==> src/rtl/seq_divider_pkg.sv <==
// Shared constants for the sequential divider: FSM state encoding and the
// register-file funct codes that route requests to / results from this block.
package seq_divider_pkg;

    localparam logic [1:0] S_IDLE = 2'd0;
    localparam logic [1:0] S_RUN  = 2'd1;
    localparam logic [1:0] S_DONE = 2'd2;

    localparam logic [5:0] FUNCT_DIV   = 6'b011010;
    localparam logic [5:0] FUNCT_DIVU  = 6'b011011;
    localparam logic [5:0] FUNCT_MFHI  = 6'b010000;
    localparam logic [5:0] FUNCT_MFLO  = 6'b010010;
    localparam logic [5:0] FUNCT_MULTU = 6'b011001;

endpackage

==> src/rtl/seq_divider_div_step.sv <==
// One restoring-division step: shift the next dividend bit into the partial
// remainder and subtract the divisor if it fits.
module div_step #(
    parameter int WIDTH = 32
) (
    input  logic [WIDTH-1:0] rem_i,
    input  logic             bit_i,
    input  logic [WIDTH-1:0] divisor_i,
    output logic [WIDTH-1:0] rem_o,
    output logic             qbit_o
);

    logic [WIDTH:0] shifted;
    logic [WIDTH:0] trial;

    // rem < divisor holds between steps, so WIDTH+1 bits suffice for the sign.
    always_comb begin
        shifted = {rem_i, bit_i};
        trial   = shifted - {1'b0, divisor_i};
        qbit_o  = ~trial[WIDTH];
        rem_o   = qbit_o ? trial[WIDTH-1:0] : shifted[WIDTH-1:0];
    end

endmodule

==> src/rtl/seq_divider.sv <==
// Multi-cycle radix-2 restoring divider answering DIV/DIVU requests; quotient
// goes to LO, remainder to HI, qualified by a one-cycle done strobe.
module seq_divider
    import seq_divider_pkg::*;
#(
    parameter int WIDTH = 32
) (
    input  logic             clk,
    input  logic             reset,
    input  logic             start,
    input  logic             signed_op,
    input  logic [WIDTH-1:0] a,
    input  logic [WIDTH-1:0] b,
    output logic             busy,
    output logic             done,
    output logic             divzero,
    output logic [WIDTH-1:0] q,
    output logic [WIDTH-1:0] r
);

    localparam int CW = $clog2(WIDTH + 1);

    logic [1:0]       state_q, state_d;
    logic [CW-1:0]    count_q, count_d;
    logic [WIDTH-1:0] rem_q, rem_d;
    logic [WIDTH-1:0] dvd_q, dvd_d;
    logic [WIDTH-1:0] dvs_q, dvs_d;
    logic [WIDTH-1:0] araw_q, araw_d;
    logic             negq_q, negq_d;
    logic             negr_q, negr_d;
    logic             dzp_q, dzp_d;
    logic [WIDTH-1:0] q_q, q_d;
    logic [WIDTH-1:0] r_q, r_d;
    logic             dz_q, dz_d;

    logic [WIDTH-1:0] step_rem;
    logic             step_qbit;
    logic [WIDTH-1:0] a_mag, b_mag;

    div_step #(.WIDTH(WIDTH)) u_step (
        .rem_i     (rem_q),
        .bit_i     (dvd_q[WIDTH-1]),
        .divisor_i (dvs_q),
        .rem_o     (step_rem),
        .qbit_o    (step_qbit)
    );

    always_ff @(posedge clk or negedge reset) begin
        if (!reset) begin
            state_q <= S_IDLE;
            count_q <= '0;
            rem_q   <= '0;
            dvd_q   <= '0;
            dvs_q   <= '0;
            araw_q  <= '0;
            negq_q  <= 1'b0;
            negr_q  <= 1'b0;
            dzp_q   <= 1'b0;
            q_q     <= '0;
            r_q     <= '0;
            dz_q    <= 1'b0;
        end else begin
            state_q <= state_d;
            count_q <= count_d;
            rem_q   <= rem_d;
            dvd_q   <= dvd_d;
            dvs_q   <= dvs_d;
            araw_q  <= araw_d;
            negq_q  <= negq_d;
            negr_q  <= negr_d;
            dzp_q   <= dzp_d;
            q_q     <= q_d;
            r_q     <= r_d;
            dz_q    <= dz_d;
        end
    end

    always_comb begin
        state_d = state_q;
        case (state_q)
            S_IDLE:  if (start) state_d = S_RUN;
            S_RUN:   if (count_q == '0) state_d = S_DONE;
            S_DONE:  state_d = S_IDLE;
            default: state_d = S_IDLE;
        endcase
    end

    always_comb begin
        busy = (state_q != S_IDLE);
        done = (state_q == S_DONE);
    end

    always_comb begin
        a_mag   = (signed_op && a[WIDTH-1]) ? -a : a;
        b_mag   = (signed_op && b[WIDTH-1]) ? -b : b;
        count_d = count_q;
        rem_d   = rem_q;
        dvd_d   = dvd_q;
        dvs_d   = dvs_q;
        araw_d  = araw_q;
        negq_d  = negq_q;
        negr_d  = negr_q;
        dzp_d   = dzp_q;
        q_d     = q_q;
        r_d     = r_q;
        dz_d    = dz_q;
        if (state_q == S_IDLE && start) begin
            count_d = CW'(WIDTH);
            rem_d   = '0;
            dvd_d   = a_mag;
            dvs_d   = b_mag;
            araw_d  = a;
            negq_d  = signed_op & (a[WIDTH-1] ^ b[WIDTH-1]);
            negr_d  = signed_op & a[WIDTH-1];
            dzp_d   = (b == '0);
        end else if (state_q == S_RUN && count_q != '0) begin
            rem_d   = step_rem;
            dvd_d   = {dvd_q[WIDTH-2:0], step_qbit};
            count_d = count_q - CW'(1);
        end else if (state_q == S_RUN) begin
            // Divide by zero reports the raw dividend, skipping sign fixup.
            q_d  = dzp_q ? '1 : (negq_q ? -dvd_q : dvd_q);
            r_d  = dzp_q ? araw_q : (negr_q ? -rem_q : rem_q);
            dz_d = dzp_q;
        end
    end

    assign q       = q_q;
    assign r       = r_q;
    assign divzero = dz_q;

endmodule
==> config.mk <==
export PLATFORM = sky130hd
export DESIGN_NAME = seq_divider
export DESIGN_NICKNAME = d
export VERILOG_FILES = /design/src/rtl/seq_divider_pkg.sv /design/src/rtl/seq_divider_div_step.sv /design/src/rtl/seq_divider.sv
export SDC_FILE = /design/constraint.sdc
export NUM_CORES = 1
export LEC_CHECK = 0
export BUFFER_PORTS_ARGS = -buffer_cell sky130_fd_sc_hd__buf_2
export CORE_ASPECT_RATIO = 1.2
export CORE_MARGIN = 4
export CORE_UTILIZATION = 44
export CTS_BUF_LIST = sky130_fd_sc_hd__clkbuf_2 sky130_fd_sc_hd__clkbuf_4 sky130_fd_sc_hd__clkbuf_8
export DETAILED_ROUTE_END_ITERATION = 10
export SLEW_MARGIN = 0
export SYNTH_ARGS = -nofsm -noshare
export SYNTH_HDL_FRONTEND = slang
export SYNTH_HIERARCHICAL = 1
export SYNTH_SLANG_ARGS = --single-unit
==> constraint.sdc <==
create_clock -name clk -period 5.35 [get_ports clk]
set_clock_uncertainty 0.1 [all_clocks]
set_input_delay 0 -clock clk [delete_from_list [all_inputs] [get_ports clk]]
set_output_delay 0 -clock clk [all_outputs]
set_load 0.1 [all_outputs]
=== Word-level counts from Yosys, hierarchy flattened ===
Index checks and enable logic that the tools add are counted.
Widths: inputs -> output; s select.

* Add/subtract/negate cells: 6
* Eq/ne operators: 4
* Mux-type cells: 16
* Bitwise operators: 6
* Reduce and logical (&&, ||, !) cells: 12

{| class="wikitable"
|+ Operators by type and width
! cell !! number
|-
| $mux 32 || 11
|-
| $neg 32->32 || 4
|-
| $sub 33x32->33 || 1
|-
| $logic_not 32->1 || 1
|-
| $mux 6 || 2
|-
| $logic_not 6->1 || 1
|-
| $reduce_bool 6->1 || 1
|-
| $sub 6x1->6 const B || 1
|-
| $logic_and 1x1->1 || 4
|-
| $mux 2 || 2
|-
| $ne 2x2->1 const B || 2
|-
| $pmux 2 s2 || 1
|-
| $reduce_bool 2->1 || 2
|-
| $not 1->1 || 3
|-
| $reduce_and 3->1 || 1
|-
| $and 1x1->1 || 2
|-
| $eq 2x1->1 const B || 1
|-
| $eq 2x2->1 const B || 1
|-
| $logic_not 2->1 || 1
|-
| $reduce_and 2->1 || 1
|-
| $xor 1x1->1 || 1
|}

* Register bits after elaboration: 204
* Bits of input ports: 68
* Logic and storage cells: 56

=== Longest topological paths before layout ===
Gate-level depths: netlist of run 1.

* Depth in word-level cells: 4
* Mapped depth: 16
* Depth with buffers taken out: 15

=== By module ===
Netlist of run 1, hierarchy kept.

{| class="wikitable"
|+ By module, submodules not included
! module !! times used !! cells an instance !! area an instance (um^2) !! seq. area each (um^2)
|-
| seq_divider || 1 || 1,283 || 11,108.2 || 5,104.9
|-
| div_step || 1 || 311 || 2,255.9 || 0.0
|}

=== Worst setup path after synthesis of run 1 ===
Ideal clock, no wire load.

* Path type: register to register
* Start point: register dvd_q[31]
* End point: register rem_q[13]
* Setup time: 0.117 ns
* Arrival: 3.017 ns
* Data required time: 5.133 ns
* Slack: 2.116 ns
* Cell stages (with the launch flop): 17
* Cell sequence: dfrtp_1 -> inv_1 -> ha_1 -> fa_1 -> and2b_1 -> o2111ai_1 -> a21oi_2 -> o2111ai_1 -> a211oi_2 -> nor2_2 -> mux2i_1 -> and2_4 -> inv_2 -> buf_6 -> mux2_4 -> nand2_1 -> nand2_1

* Longest elaborated chain between the ends: 4

{| class="wikitable"
|+ Ends and longest elaborated chain
! item !! RTL line !! text
|-
| from (decl) || seq_divider.sv:26 || <nowiki>logic [WIDTH-1:0] dvd_q, dvd_d;</nowiki>
|-
| from (signal assigned) || seq_divider.sv:66 || <nowiki>dvd_q <= dvd_d;</nowiki>
|-
| $sub 33x32->33 || seq_divider_div_step.sv:19 || <nowiki>trial = shifted - {1'b0, divisor_i};</nowiki>
|-
| $mux 32 || seq_divider_div_step.sv:21 || <nowiki>rem_o = qbit_o ? trial[WIDTH-1:0] : shifted[WIDTH-1:0];</nowiki>
|-
| net step_rem[13] || seq_divider.sv:36 || <nowiki>logic [WIDTH-1:0] step_rem;</nowiki>
|-
| $mux 32 || seq_divider.sv:116 || <nowiki>end else if (state_q == S_RUN && count_q != '0) begin</nowiki>
|-
| $mux 32 || seq_divider.sv:107 || <nowiki>if (state_q == S_IDLE && start) begin</nowiki>
|-
| to (signal assigned) || seq_divider.sv:65 || <nowiki>rem_q <= rem_d;</nowiki>
|-
| to (decl) || seq_divider.sv:25 || <nowiki>logic [WIDTH-1:0] rem_q, rem_d;</nowiki>
|}

The timed path passes the listed nets, and every way through them passes these cells. The select of a mux whose other input is x is not followed.
A chain may end at the register's enable or synchronous reset.

=== Worst setup path after layout of run 1 ===
* Start point: register dvd_q[31]
* End point: register rem_q[4]

Same word-level chain as after synthesis.

==> impl_metrics.csv, run 1 <==
group,metric,value,unit
status,outcome,"finished, violations left",
status,violations,"negative hold slack",
final_layout,fin_cells,2188,
global_routing,gr-usage-met2,41.6,%
sta,slew_violations,0,
drt,drtAntennaViolNets,0,
setup_path,startpoint,"dvd_q[31]",
global_routing,grtUsageMet1,28.6,%
drt,wl,38.8,mm
final_layout,layout-drive-gt1-share,14.8,%
sta,fin_crit,4.12,ns
global_routing,grt_pass1_wl,63.1,mm
drt,drt_iter0_drc,739,
logic_synthesis,ys_ff_latch,204,
logic_synthesis,synth_edf_count,0,
drt,vias,12108,
final_layout,n_antenna_cell,0,
sta,relSlewSlack,18.7,%
sta,timing.hold.ws,-0.00356,ns
global_routing,antenna_found_initial,0,
placed_design,port_buffers,134,
die,io_pins,135,
cts,htreeDepth,2,
job,max-cap-violations,0,
sta,period_share,77.0,%
cts,cts_buffer_depth,3,
sta,setup_tns,0,ns
final_layout,multi_input_area,7700,sq um
sta,rsz0062_at_grt,"no",
drt,drc,0,
logic_synthesis,yosys-top-cells-area,"dfrtp_1, nand2_1, xor2_1",
die,die_h,199,um
final_layout,seq_area,5100,sq um
placed_design,placed_cells_incl_taps,2035,
logic_synthesis,yosysTopAreaCell,"dfrtp_1",
global_routing,use_met3,3.04,%
logic_synthesis,synth_flop_cell,"dfrtp_1",
setup_path,r2r_start,"dvd_q[31]",
setup_path,crit_type,"reg2reg",
die,die-area,33200,sq um
global_routing,grtUsageTotal,23.0,%
global_routing,busiest_layer,"met2",
global_routing,grt_pass1_vias,12108,
setup_path,worstPathArrival,4.44,ns
logic_synthesis,post_synth_inst_count,1594,
cts,cts_tree,"done",
die,start_util,44.9,%
drt,via_per_inst,5.53,
cts,path_clk_slew,0.05,ns
sta,max_freq,243,MHz
die,row_count,69,
setup_path,cpPeakStageDelay,0.53,ns
sta,hold_viol,2,
logic_synthesis,yosysUniqueCellTypes,77,
logic_synthesis,synth_top_area_share,38.2,%
cts,clk_latency,0.54,ns
logic_synthesis,async_flop_share,100,%
die,die_w,167,um
global_routing,grt_max_degree,114,
hold_path,holdCritPathClass,"in2async",
drt,wl_per_cell,17.7,um
logic_synthesis,syn_nets,1701,
placed_design,gp_congestion,0.932,
final_layout,syn_to_final_growth,19.5,%
sta,setup-violations-final,0,
setup_path,cp_num_buf_inv,3,
cts,cts-buffers-inserted,38,
logic_synthesis,ys_warn_count,6,
global_routing,overflow,0,
final_layout,layout.nets,1882,
setup_path,critPathLaunchType,"register",
cts,numClockSinks,204,
final_layout,fillers,2796,
setup_path,endpoint_kind,"register",
setup_path,critical_path.cell_chain,"inv_1, ha_1, fa_1, and2b_1, o2111ai_1, a21oi_2, o2111ai_1, a211oi_2, nor2_2, mux2i_1, buf_4, and2_4, inv_2, mux2_1, nand2_1, nand2_1",
sta,max_slew.worst_pin.slew,1.22,ns
setup_path,path_max_fanout,22,
logic_synthesis,seq_area_frac_synth,38.2,%
cts,root_buffer,"clkbuf_8",
die,core_area,29800,sq um
logic_synthesis,synth.cell_area,13400,sq um
setup_path,required,5.67,ns
placed_design,place_hpwl,27.5,mm
drt,dr.pass1.iters,5,
logic_synthesis,postSynthAreaPerCell,8.38,sq um
setup_path,path_delay_family,"compound AO/OA/AOI/OAI gates",
setup_path,cp_slowest_cell,"inv_2",
## kinds of logic after synthesis
group,count (synthesis),synth area share [%]
buffers and inverters,151,4.44
and+or+nand+nor,648,22.8
DFF,204,38.2
AOI/OAI and AO/OA,377,18.3
muxes,37,3.52
xor gates and xnor gates,138,9.04
adders and majority gates,39,3.71
## timing repair
item	CTS	global route
resized for setup	0	0
setup buffers	0	0
endpoints found under the hold margin	189	0
hold buffers	90	0
## state kept, by name (all words and copies together), names as in the netlist
name and flops:
rem_q 32, r 32, araw_q 32, dzp_q 1
negr_q 1, dvd_q 32, q 32, state_q 2
count_q 6, negq_q 1, divzero 1, dvs_q 32
## metrics by stage
stage | area [sq um] | hold WS (ns) | worst slack (ns) | util [%]
after detailed placement | 14300 | 0.0257 | 1.26 | 48.0
final | 16000 | -0.00356 | 1.23 | 53.6
after floorplan | 13400 | -0.396 | 2.12 | -
after global routing | 16000 | 0.0536 | 1.01 | 53.6
after global placement | 14300 | 0.0228 | 1.29 | 48.0
after CTS | 16000 | 0.0269 | 1.24 | 53.6
## layer usage
metal  vias up  part of all wire (%)
met5         -                     0
met4         0                   3.1
met3        82                   3.9
met2       259                    50
met1      5743                    43
li1       6024                     -
## cells in the mapped netlist (all sizes together) (3+ instances only)
| cell | count |
|---|---|
| mux2 | 23 |
| nand2b | 6 |
| or4 | 19 |
| o22ai | 18 |
| a211oi | 5 |
| nand3 | 65 |
| a31oi | 33 |
| nor2b | 7 |
| nand3b | 5 |
| or3 | 27 |
| o2111ai | 4 |
| o311ai | 3 |
| o211ai | 5 |
| xnor2 | 47 |
| nor2 | 106 |
| or2 | 9 |
| nor3b | 7 |
| nand2 | 282 |
| and3 | 34 |
| or3b | 3 |
| o31ai | 36 |
| nor4 | 17 |
| nand4 | 16 |
| o21ai | 99 |
| nor3 | 29 |
| xor2 | 91 |
| mux2i | 14 |
| nand4b | 3 |
| ha | 38 |
| inv | 52 |
| o21a | 4 |
| dfrtp | 204 |
| o21bai | 3 |
| a21oi | 99 |
| buf | 17 |
| and2 | 8 |
| a21o | 18 |
| o41ai | 29 |
| a211o | 3 |
| clkbuf | 80 |
## layout make-up
cell class,instances,share of cell area [%]
sequential,204,32.0
tap,390,3.06
multi-input combinational,1239,48.2
timing repair buffer,238,10.6
clock inverter,4,0.172
inverter,54,1.27
clock buffer,59,4.69
## final timing paths
path | end | slack [ns] | cells after the start
worst max-delay path | rem_q[4] | 1.23 | 16
worst min register to register | araw_q[31] | 0.37 | 2
worst min-delay path | q[7] | -0.004 | 2
max in group asynchronous | dvs_q[31] | 4.06 | 3
min in group clk | araw_q[29] | 0.17 | 4
worst max register to register | rem_q[4] | 1.23 | 16
## cells in the final DEF, fill, tap and decap left out, types with 27 or more instances in the layout
| cell type | n |
|---|---|
| o31ai_1 | 35 |
| a21oi_1 | 97 |
| o21ai_0 | 85 |
| nand2_1 | 282 |
| or3_1 | 27 |
| xor2_1 | 91 |
| nor2_1 | 105 |
| dlygate4sd3_1 | 90 |
| clkbuf_8 | 50 |
| and3_1 | 34 |
| buf_2 | 133 |
| nor3_1 | 29 |
| nand3_1 | 65 |
| xnor2_1 | 47 |
| inv_1 | 51 |
| ha_1 | 38 |
| a31oi_1 | 33 |
| dfrtp_1 | 204 |
Power of run 1 is left out: the tool's default activity adds up to more than one toggle a clock period on the data nets, which glitch-free logic cannot reach.
==> run 2: changes to the inputs <==
- clock period: 5.35 -> 3.6 ns (I/O delays scaled with it)
==> impl_metrics.csv, run 2 (synthesis results as in run 1) <==
group,metric,value,unit
final_layout,final_cell_mix,"nand2_1, dfrtp_1, buf_2",
final_layout,n_antenna_cell,0,
drt,wl_per_cell,17.8,um
job,max-cap-violations,0,
cts,numClockSinks,204,
die,die_h,199,um
hold_path,holdCritPathClass,"in2async",
setup_path,r2r_start,"dvd_q[31]",
final_layout,fillers,2796,
global_routing,grtUsageTotal,23.2,%
setup_path,cp_slowest_cell,"fa_1",
die,core_area,29800,sq um
drt,vias,12359,
setup_path,critical_path.cell_chain,"inv_1, ha_1, fa_1, and2b_1, o2111ai_1, a21oi_2, o2111ai_2, a211oi_2, nor2_2, mux2i_1, and2_4, inv_2, clkbuf_16, mux2_4, nand2_1, nand2_1",
cts,cts_buffer_depth,3,
sta,fin_crit,3.44,ns
sta,setup-violations-final,0,
final_layout,layout-drive-gt1-share,16.4,%
die,die-area,33200,sq um
global_routing,overflow,0,
setup_path,path_max_fanout,11,
die,die_w,167,um
setup_path,crit_type,"reg2reg",
final_layout,syn_to_final_growth,21.8,%
sta,relSlewSlack,20.5,%
status,violations,"negative hold slack",
setup_path,crit_top_cell,"nand2_1",
drt,drt_iter0_drc,710,
sta,max_slew.worst_pin.slew,1.19,ns
final_layout,stdcell_area,16300,sq um
final_layout,layout.nets,1913,
placed_design,place_hpwl,28.3,mm
cts,path_clk_slew,0.06,ns
die,row_count,69,
drt,via_per_inst,5.57,
placed_design,placed_cells_incl_taps,2064,
final_layout,layout_commonest_cell,"nand2_1",
sta,slew_violations,0,
sta,period_share,95.6,%
cts,clk_latency,0.54,ns
drt,dr.pass1.iters,5,
final_layout,fin_cells,2220,
sta,hold_viol,5,
drt,drc,0,
setup_path,worstPathArrival,3.75,ns
global_routing,antenna_found_initial,0,
placed_design,dpl-instance-area,14500,sq um
cts,cts-buffers-inserted,38,
setup_path,required,3.91,ns
setup_path,cpPeakStageDelay,0.39,ns
setup_path,reg2reg_to,"rem_q[23]",
drt,drtAntennaViolNets,0,
cts,cts_tree,"done",
placed_design,port_buffers,134,
global_routing,grt_pass1_vias,12113,
global_routing,grt_pass1_wl,63.9,mm
cts,root_buffer,"clkbuf_8",
global_routing,grt_max_degree,110,
sta,max_freq,290,MHz
drt,wl,39.5,mm
placed_design,gp_congestion,0.855,
die,start_util,44.9,%
status,outcome,"finished, violations left",
cts,htreeDepth,2,
setup_path,endpoint_kind,"register",
setup_path,critPathLaunchType,"register",
setup_path,reg2regPathDepth,16,
die,io_pins,135,
setup_path,reg2reg_setup_slack,0.16,ns
sta,timing.hold.ws,-0.0134,ns
## run 2: cell type report
| cell class | count | area [sq um] | share of cell area (%) |
|---|---|---|---|
| Multi-Input combinational cell | 1239 | 7700 | 47.3 |
| Sequential cell | 204 | 5100 | 31.4 |
| Timing Repair Buffer | 269 | 1980 | 12.2 |
| Clock buffer | 58 | 736 | 4.52 |
| Tap cell | 390 | 488 | 3.00 |
| Inverter | 54 | 203 | 1.25 |
| Clock inverter | 6 | 57.6 | 0.354 |
## run 2: stage by stage
stage	hold WS (ns)	util (%)	TNS (ns)	setup slack (ns)
2_1_floorplan	-0.396	-	0	0.366
6_report	-0.0134	54.6	0	0.157
4_1_cts	0.0699	54.5	0	0.0626
3_5_place_dp	0.0844	48.8	0	0.0844
5_1_grt	0.114	54.6	-0.0690	-0.0164
3_3_place_gp	0.0863	48.8	0	0.150
## run 2: worst max-delay path, delay by kind of cell (launching register included)
| family | cells | cell delay (ns) |
|---|---|---|
| compound gates | 4 | 0.86 |
| fa+ha+maj | 2 | 0.60 |
| buf+inv | 3 | 0.29 |
| flops | 1 | 0.34 |
| mux | 2 | 0.51 |
| simple gates | 5 | 0.61 |
## run 2: timing repair
action | CTS | global route
resized for setup | 0 | 1
setup buffers | 0 | 3
hold buffers | 88 | 0
hold endpoints to repair | 205 | 0
setup endpoints to repair | 0 | 22
## run 2: worst max-delay path by stage
| stage | start | endpoint | slack (ns) | depth (start not counted) |
|---|---|---|---|---|
| floorplan | dvd_q[31] | rem_q[13] | 0.37 | 16 |
| global placement | dvd_q[31] | rem_q[3] | 0.15 | 16 |
| detailed placement | dvd_q[31] | rem_q[3] | 0.08 | 16 |
| CTS | dvd_q[31] | rem_q[3] | 0.06 | 16 |
| global route | rem_q[17] | rem_q[4] | -0.02 | 14 |
| finish | dvd_q[31] | rem_q[23] | 0.16 | 16 |
## run 2: metal layers
metal,track usage [%],vias to the layer above,wire [um]
li1,-,6077,-
met1,28.4,5880,16500
met2,42.0,312,20100
met3,3.06,90,1660
met4,8.34,0,1330
met5,0,-,0
Power of run 2 is left out for the same reason.
==> run 3: changes to the inputs <==
- RECOVER_POWER: unset -> 100
==> impl_metrics.csv, run 3 (synthesis results as in run 1) <==
group,metric,value,unit
die,die_w,167,um
final_layout,layout_commonest_cell,"nand2_1",
placed_design,port_buffers,134,
cts,cts_buffer_depth,3,
cts,numClockSinks,204,
placed_design,place_hpwl,28.3,mm
setup_path,endpoint_kind,"register",
final_layout,stdcell_area,16100,sq um
setup_path,path_max_fanout,11,
global_routing,busiest_layer,"met2",
final_layout,syn_to_final_growth,20.3,%
setup_path,required,3.90,ns
global_routing,antenna_found_initial,0,
cts,cts_tree,"done",
placed_design,placed_cells_incl_taps,2064,
sta,max_freq,290,MHz
global_routing,grt_max_degree,110,
drt,via_per_inst,5.55,
sta,fin_crit,3.45,ns
job,max-cap-violations,3,
setup_path,critPathLaunchType,"register",
setup_path,crit_type,"reg2reg",
global_routing,grt_pass1_vias,12113,
die,core_area,29800,sq um
sta,relSlewSlack,-89.9,%
drt,wl,39.7,mm
hold_path,holdCritPathClass,"in2reg",
die,die_h,199,um
sta,hold_viol,0,
global_routing,grt_pass1_wl,63.9,mm
die,io_pins,135,
sta,max_slew.worst_pin.slew,2.85,ns
final_layout,fin_cells,2220,
drt,drtAntennaViolNets,0,
placed_design,gp_congestion,0.855,
cts,clk_latency,0.53,ns
final_layout,layout-drive-gt1-share,12.0,%
setup_path,reg2reg_setup_slack,0.15,ns
die,start_util,44.9,%
drt,dr.pass1.iters,6,
sta,setup-violations-final,0,
drt,drt_iter0_drc,787,
sta,timing.hold.ws,0.167,ns
final_layout,final_cell_mix,"nand2_1, dfrtp_1, nor2_1",
final_layout,layout.nets,1913,
setup_path,worstPathArrival,3.75,ns
drt,drc,0,
status,outcome,"finished, violations left",
status,violations,"max-capacitance violations, max-slew violations",
final_layout,fillers,2871,
cts,cts-buffers-inserted,38,
sta,period_share,95.8,%
die,die-area,33200,sq um
global_routing,gr-usage-met2,42.0,%
sta,slew_violations,187,
global_routing,use_met3,3.06,%
placed_design,dpl-instance-area,14500,sq um
die,row_count,69,
drt,vias,12316,
drt,wl_per_cell,17.9,um
global_routing,overflow,0,
cts,htreeDepth,2,
final_layout,n_antenna_cell,0,
cts,root_buffer,"clkbuf_8",
global_routing,grtUsageTotal,23.2,%
cts,path_clk_slew,0.06,ns
global_routing,grtUsageMet1,28.4,%
## run 3: changes by cell type in the layout (fill, tap and decap cells not counted), sizes merged
cell / delta
buf: -83
clkbuf: +83
## run 3: worst max-delay path, stage by stage (launching register included)
cell       delay [ns]
dfrtp_1          0.34
inv_1            0.04
ha_1             0.21
fa_1             0.39
and2b_1          0.23
o2111ai_1        0.16
a21oi_2          0.27
o2111ai_2        0.17
a211oi_2         0.27
nor2_2           0.08
mux2i_1          0.20
and2_4           0.18
inv_2            0.06
clkbuf_16        0.19
mux2_4           0.30
nand2_1          0.06
nand2_1          0.05
## run 3: timing repair
item,4_1_cts,5_1_grt
resized for setup,0,1
hold buffers,88,0
hold endpoints to repair,205,0
setup buffers,0,3
setup endpoints to repair,0,22
## run 3: area by class of cell
class | instances | area (sq um) | share of cell area [%]
Clock buffer | 58 | 736 | 4.58
Clock inverter | 6 | 57.6 | 0.358
Inverter | 54 | 203 | 1.26
Multi-Input combinational cell | 1239 | 7670 | 47.7
Sequential cell | 204 | 5100 | 31.8
Tap cell | 390 | 488 | 3.04
Timing Repair Buffer | 269 | 1810 | 11.3
## run 3: final timing paths
kind                           start          to  cells past startpoint
max                        dvd_q[31]   rem_q[23]                     16
min in group asynchronous      reset        q[5]                      2
min reg2reg                dvs_q[20]   dvs_q[20]                      2
max reg2reg                dvd_q[31]   rem_q[23]                     16
min                            a[25]  araw_q[25]                      4
max in group asynchronous      reset   rem_q[26]                      3
## run 3: metrics by stage
| stage | setup TNS (ns) | utilization (%) | setup slack (ns) |
|---|---|---|---|
| after CTS | 0 | 54.5 | 0.0626 |
| after global placement | 0 | 48.8 | 0.150 |
| after global routing | -0.0696 | 54.0 | -0.0164 |
| final | 0 | 54.0 | 0.150 |
| after floorplan | 0 | - | 0.366 |
| after detailed placement | 0 | 48.8 | 0.0844 |
## run 3: metal layers
layer / wire [um] / up-vias
li1: - / 6079
met1: 16600 / 5843
met2: 20200 / 306
met3: 1600 / 88
met4: 1250 / 0
met5: 0 / -
Power of run 3 is left out for the same reason.
